[src/rtl/piso_pkg.sv]
// Shared types and constants for the parallel-in / serial-out shifter.
// State encoding and default word width used by piso_shifter and its bench.
package piso_pkg;

  localparam int PISO_WIDTH_DEF = 8;

  typedef enum logic [1:0] {
    IDLE  = 2'd0,
    SHIFT = 2'd1,
    DONE  = 2'd2
  } piso_state_t;

endpackage

[src/rtl/piso_bitcount.sv]
// Bit counter for one serialized word: synchronous clear, increment enable,
// terminal count at WIDTH-1. The count saturates there and never wraps.
module piso_bitcount #(
  parameter int WIDTH = 8,
  parameter int CW    = (WIDTH > 1) ? $clog2(WIDTH) : 1
) (
  input  logic clk,
  input  logic clr,
  input  logic inc,
  output logic tc
);

  localparam logic [CW-1:0] LAST = CW'(WIDTH - 1);

  logic [CW-1:0] count;

  always_ff @(posedge clk) begin
    if (clr)
      count <= '0;
    else if (inc && !tc)
      count <= count + 1'b1;
  end

  assign tc = (count == LAST);

endmodule

[src/rtl/piso_shifter.sv]
// Parallel-in / serial-out shifter: storage register, IDLE/SHIFT/DONE FSM.
// Define PISO_LSB_FIRST_EN for LSB-first output; default build is MSB-first.
module piso_shifter
  import piso_pkg::*;
#(
  parameter int WIDTH      = PISO_WIDTH_DEF,
  parameter int DELAY_RISE = 0,
  parameter int DELAY_FALL = 0
) (
  input  logic             Clk,
  input  logic             Clear_bar,
  input  logic             Enable_bar,
  input  logic [WIDTH-1:0] D,
  input  logic             Start,
  input  logic             Ser_in,
  output logic             Q_ser,
  output logic             Busy,
  output logic             Done
);

  localparam int CW = $clog2(WIDTH);

  // Rise/fall delays describe output timing of the original part; the
  // synthesised outputs follow registered state with no added delay.
  if (WIDTH < 2 || DELAY_RISE < 0 || DELAY_FALL < 0) begin : g_param_err
    $error("piso_shifter: WIDTH must be >= 2 and delays non-negative");
  end

  piso_state_t      state, state_nx;
  logic [WIDTH-1:0] storage;
  logic [WIDTH-1:0] sreg, sreg_nx, shifted;
  logic             out_bit;
  logic             load, cnt_inc, cnt_clr, tc;
  logic             busy_s, done_s;

`ifdef PISO_LSB_FIRST_EN
  assign shifted = {Ser_in, sreg[WIDTH-1:1]};
  assign out_bit = sreg[0];
`else
  assign shifted = {sreg[WIDTH-2:0], Ser_in};
  assign out_bit = sreg[WIDTH-1];
`endif

  // Capture is independent of FSM state; a same-edge Start sees the old value.
  always_ff @(posedge Clk) begin
    if (!Clear_bar)
      storage <= '0;
    else if (!Enable_bar)
      storage <= D;
  end

  always_ff @(posedge Clk) begin
    if (!Clear_bar) begin
      state <= IDLE;
      sreg  <= '0;
    end else begin
      state <= state_nx;
      sreg  <= sreg_nx;
    end
  end

  always_comb begin
    state_nx = state;
    sreg_nx  = sreg;
    load     = 1'b0;
    cnt_inc  = 1'b0;
    busy_s   = 1'b0;
    done_s   = 1'b0;
    case (state)
      IDLE: begin
        if (Start) begin
          state_nx = SHIFT;
          sreg_nx  = storage;
          load     = 1'b1;
        end
      end
      SHIFT: begin
        busy_s  = 1'b1;
        cnt_inc = 1'b1;
        sreg_nx = shifted;
        if (tc) state_nx = DONE;
      end
      DONE: begin
        done_s   = 1'b1;
        state_nx = IDLE;
      end
      default: state_nx = IDLE;
    endcase
  end

  assign cnt_clr = !Clear_bar || load;

  piso_bitcount #(.WIDTH(WIDTH), .CW(CW)) u_bitcount (
    .clk (Clk),
    .clr (cnt_clr),
    .inc (cnt_inc),
    .tc  (tc)
  );

  // Outputs are forced low for as long as Clear_bar is held.
  assign Q_ser = Clear_bar & out_bit;
  assign Busy  = Clear_bar & busy_s;
  assign Done  = Clear_bar & done_s;

endmodule

[config.mk]
export PLATFORM = sky130hd
export DESIGN_NAME = piso_shifter
export DESIGN_NICKNAME = d
export VERILOG_FILES = /design/src/rtl/piso_pkg.sv /design/src/rtl/piso_bitcount.sv /design/src/rtl/piso_shifter.sv
export SDC_FILE = /design/constraint.sdc
export NUM_CORES = 1
export LEC_CHECK = 0
export ABC_AREA = 1
export CAP_MARGIN = 30
export CORE_MARGIN = 4
export CORE_UTILIZATION = 50
export DETAILED_ROUTE_END_ITERATION = 16
export GPL_TIMING_DRIVEN = 0
export PLACE_DENSITY = 0.8
export SLEW_MARGIN = 40
export SYNTH_ARGS = -nofsm -noshare
export SYNTH_HDL_FRONTEND = slang
export SYNTH_SLANG_ARGS = --single-unit
[constraint.sdc]
create_clock -name Clk -period 1.35 [get_ports Clk]
set_clock_uncertainty 0.05 [all_clocks]
set_input_delay 0.3375 -clock Clk [delete_from_list [all_inputs] [get_ports Clk]]
set_output_delay 0.3375 -clock Clk [all_outputs]
set_load 0.02 [all_outputs]
# Word-level counts from Yosys, hierarchy flattened
# Cells that the tools add are included.
# word_totals
ff_bits,21
inputBits,13
word_cells,30
# op_classes
n_addsub,1
mux,9
n_eq_ne,5
bitwise_logic,3
n_reduce_logical,8
# ops
operator,count
$pmux 8 s2,1
$mux 8,1
$mux 1,4
$mux 2,2
$pmux 2 s2,1
$reduce_and 2->1,2
$add 3x1->3 const B,1
$and 1x1->1,3
$eq 3x3->1 const B,1
$eq 2x1->1 const B,1
$eq 2x2->1 const B,1
$logic_not 1->1,2
$logic_not 2->1,1
$ne 2x1->1 const B,1
$ne 2x2->1 const B,1
$reduce_bool 2->1,1
$logic_and 1x1->1,1
$logic_or 1x1->1,1

# Logic depth before layout (Yosys ltp)
# logic_depth
depth_word,3
mapped_depth,7

# By module
# A second synthesis with hierarchy kept.
# unflattened
hier_cells,144
area_unflattened_um2,1008.5
# by_module_without_submodules
mod,cells_each,area_each_um2,n_inst,seq_area_each_um2
piso_shifter,121,849.6,1,360.3
piso_bitcount,23,158.9,1,60.1

# Least setup slack after synthesis
# OpenSTA, ideal clock, no wires.
# synth_timing
path_type,in2out
startpoint,input port Clear_bar
endpoint,output port Done
cell_stages,3
n_path_buf,1
t_required_ns,0.962
slack_ns,-0.053
arrival_time_ns,1.016
path_cell_list,buf_2 inv_1 nor3_1
# synth_via
elab_chain_cells,1
# synth_rtl
item,line,text
start: declaration,piso_shifter.sv:11,"input logic Clear_bar,"
$and 1x1->1,piso_shifter.sv:103,assign Done = Clear_bar & done_s;
end: declaration,piso_shifter.sv:18,output logic Done
# Every way passes these cells.

# Worst setup path after layout
# layout_timing
startpoint,register state[1]
endpoint,output port Busy
# layout_via
elab_chain_cells,3
# layout_rtl
item,line,text
start: declaration,piso_shifter.sv:29,"piso_state_t state, state_nx;"
start signal: assignment,piso_shifter.sv:57,state <= state_nx;
$eq 2x1->1,piso_shifter.sv:69,case (state)
$mux 1,piso_shifter.sv:69,
$and 1x1->1,piso_shifter.sv:102,assign Busy = Clear_bar & busy_s;
end: declaration,piso_shifter.sv:17,"output logic Busy,"
# Every way passes these cells.

==> impl_metrics.env <==
export IMPL_max_stage_delay_ns=0.35
export IMPL_worst_path_max_fanout=3
export IMPL_slew_viol_final=0
export IMPL_sw_frac_of_total_pct=26.89
export IMPL_period_minus_slack_ns=1.397
export IMPL_grt_pass1_vias=736
export IMPL_crit_required_ns=0.96
export IMPL_p_int_w=0.0008810
export IMPL_worstHoldPathType="input pin to flop"
export IMPL_ir_drop_mv=0.7162
export IMPL_cts_path_max_buffers=2
export IMPL_worstHoldPathCells=3
export IMPL_cp_end_kind="output pin"
export IMPL_dpl_hpwl_mm=1.379
export IMPL_clk_pin_slew_ns=0.11
export IMPL_place_ws_ns=-0.4778
export IMPL_dr_first_iter_drc_count=13
export IMPL_clkPwrFrac_pct=24.2
export IMPL_utilization_pct=68.09
export IMPL_fillers=162
export IMPL_initial_core_util_pct=53.69
export IMPL_min_to="storage[7]"
export IMPL_diodes=0
export IMPL_fin_crit_sh_pct=103.5
export IMPL_post_drt_wl_per_cell_um=10.05
export IMPL_rsz0062_at_grt="true"
export IMPL_remaining_drc_errors=0
export IMPL_nNetsFinal=174
export IMPL_worst_r2r_setup_slack_ns=0.10
export IMPL_gp_congestion=0.7542
export IMPL_power_density_mw_per_mm2=1003
export IMPL_syn_nets=152
export IMPL_status="finished, violations left"
export IMPL_grt_pass1_wl_mm=3.015
export IMPL_holdWs_ns=0.2730
export IMPL_setup_tns_ns=-0.08419
export IMPL_violations="setup timing"
export IMPL_final_cells=183
export IMPL_worstSetupPathType="flop to output pin"
export IMPL_hold_buffers=0
export IMPL_io_pins=16
export IMPL_p_sw_w=0.0003241
export IMPL_final_layout_size_suffix_gt1_share_pct=16.46
export IMPL_vias=829
export IMPL_htree_levels=1
export IMPL_clk_latency_ns=0.29
export IMPL_rr_startpoint="u_bitcount.count[0]"
export IMPL_yosysWarningCount=0
export IMPL_grt_antenna_before_repair=0
export IMPL_setup_viol=2
export IMPL_grt_max_degree=12
export IMPL_num_rows=15
export IMPL_timing_fmax_mhz=716.0
export IMPL_die_w_um=51.53
export IMPL_synthesis_area_um2=947.2
export IMPL_r2r_end="u_bitcount.count[1]"
export IMPL_slowest_stage="dfxtp_2"
export IMPL_fp_dieH_um=51.53
export IMPL_netlist_instances=137
export IMPL_worst_pin_slew_ns=0.2746
export IMPL_crit_arrival_ns=1.01
export IMPL_worstRegToRegCells=5
export IMPL_cts_root_buf="clkbuf_4"
export IMPL_area_growth_pct=26.82
export IMPL_combinationalPowerShare_pct=19.1
export IMPL_crit_chain="inv_4 -> nand2_4 -> nor2_4 -> buf_6"
export IMPL_hold_violations=0
export IMPL_worstHoldStart="Clear_bar"
export IMPL_firstDrtPassIters=4
export IMPL_dpl_cell_count=176
export IMPL_clock_sinks=21
export IMPL_die_area_mm2=0.002655
export IMPL_synth_cell_types=13
export IMPL_core_region_area_mm2=0.001764
export IMPL_max_cap_violations=0
export IMPL_drtAntennaViolNets=0
export IMPL_ys_seq_area_share_pct=44.39
export IMPL_power_frac_seq_pct=56.7
export IMPL_p_leak_nw=0.5515
export IMPL_via_per_inst=4.530
export IMPL_track_usage_pct=14.98
export IMPL_cts_tree="done"
export IMPL_overflow=0
export IMPL_numCtsBuffers=3
export IMPL_wirelength_mm=1.840
export IMPL_max_slew_margin_pct=81.69
export IMPL_syn_area_per_cell_um2=6.914
export IMPL_io_buffers=14
export IMPL_ys_ff_latch=21
export IMPL_start_kind="flop"
export IMPL_finalWorstSetupSlack_ns=-0.04660
Yosys cell counts:
cell type  number  area [um2]
buf_6           2       22.52
ha_1            2       25.02
a21oi_1         4       20.02
nand2_2         1       6.260
dfxtp_1        21       420.4
nor3_1          2       10.01
o21ai_2         7       61.31
buf_2           2       10.01
inv_1          15       56.30
nand2_1        36       135.1
o21ai_0         8       40.04
nor2_1         36       135.1
nand3_1         1       5.000
worst max-delay path, delay by kind of cell (launching register included):
family	cells	cell delay, ns
flops	1	0.35
buf+inv	2	0.20
simple gates	2	0.17
flip-flops by register name (all words and copies together) (netlist names):
signal,cells
state,2
sreg,8
storage,8
u_bitcount.count,3
power by group through the flow:
stage / registers, W / clock network [W] / logic (W)
final: 0.000683 / 0.000292 / 0.000230
after global routing: 0.000687 / 0.000325 / 0.000261
after CTS: 0.000683 / 0.000303 / 0.000235
after detailed placement: 0.000696 / 0 / 0.000217
after global placement: 0.000694 / 0 / 0.000212
after floorplan: 0.000691 / 0 / 0.000150
through the flow:
step | total power (W) | area, um2
after detailed placement | 0.0009127 | 1124
after CTS | 0.001220 | 1194
final | 0.001205 | 1201
after global routing | 0.001274 | 1201
after floorplan | 0.0008408 | 952.2
after global placement | 0.0009051 | 1124
layout make-up:
type	instances	area [um2]	area share, %
sequential	21	425.4	35.42
inverter	15	58.81	4.896
clock buffer	4	26.28	2.188
multi-input combinational	97	461.7	38.44
tap	25	31.28	2.604
timing repair buffer	18	167.7	13.96
buffer	3	30.03	2.500
per-layer routing:
metal | track usage (%) | vias up | wire, um
met5 | 0 | - | 0
met4 | 2.620 | 0 | 12
met3 | 3.725 | 2 | 48
met2 | 27.97 | 8 | 893
met1 | 17.24 | 358 | 885
li1 | - | 461 | -
cells in the final DEF (no fill, tap or decap):
cell             synthesis  layout
inv_1                   15      14
nor2_4                   0       1
inv_4                    0       1
dfxtp_4                  0       1
nor3_4                   0       1
clkdlybuf4s50_1          0      11
o21ai_2                  7       7
nand2_1                 36      36
dfxtp_2                  0       1
ha_1                     2       2
a21oi_1                  4       4
buf_6                    2       4
nor3_1                   2       1
buf_4                    0       5
o21ai_0                  8       8
nand3_1                  1       1
clkbuf_4                 0       3
nor2_1                  36      35
dfxtp_1                 21      19
clkbuf_1                 0       1
nand2_4                  0       1
buf_2                    2       1
repair_timing:
action	4_1_cts	5_1_grt
gates cloned	0	0
pin swaps	0	1
resized for setup	25	4
buffers inserted	3	1
endpoints found under the setup margin	3	2
cells by family after synthesis:
family / after synthesis / share of synthesized area (%)
simple gates: 76 / 30.78
flops: 21 / 44.39
compound gates: 19 / 12.81
buf+inv: 19 / 9.379
fa+ha+maj: 2 / 2.642
worst max path at each step:
stage	from	to	slack (ns)	cells after the start
finish	state[1]	Busy	-0.05	4
global route	state[1]	Done	-0.1	3
CTS	state[1]	Busy	-0.13	5
detailed placement	state[0]	Busy	-0.48	4
global placement	state[0]	Busy	-0.47	4
floorplan	state[0]	Busy	-0.001	3
Power figures use the tool's default switching activity.
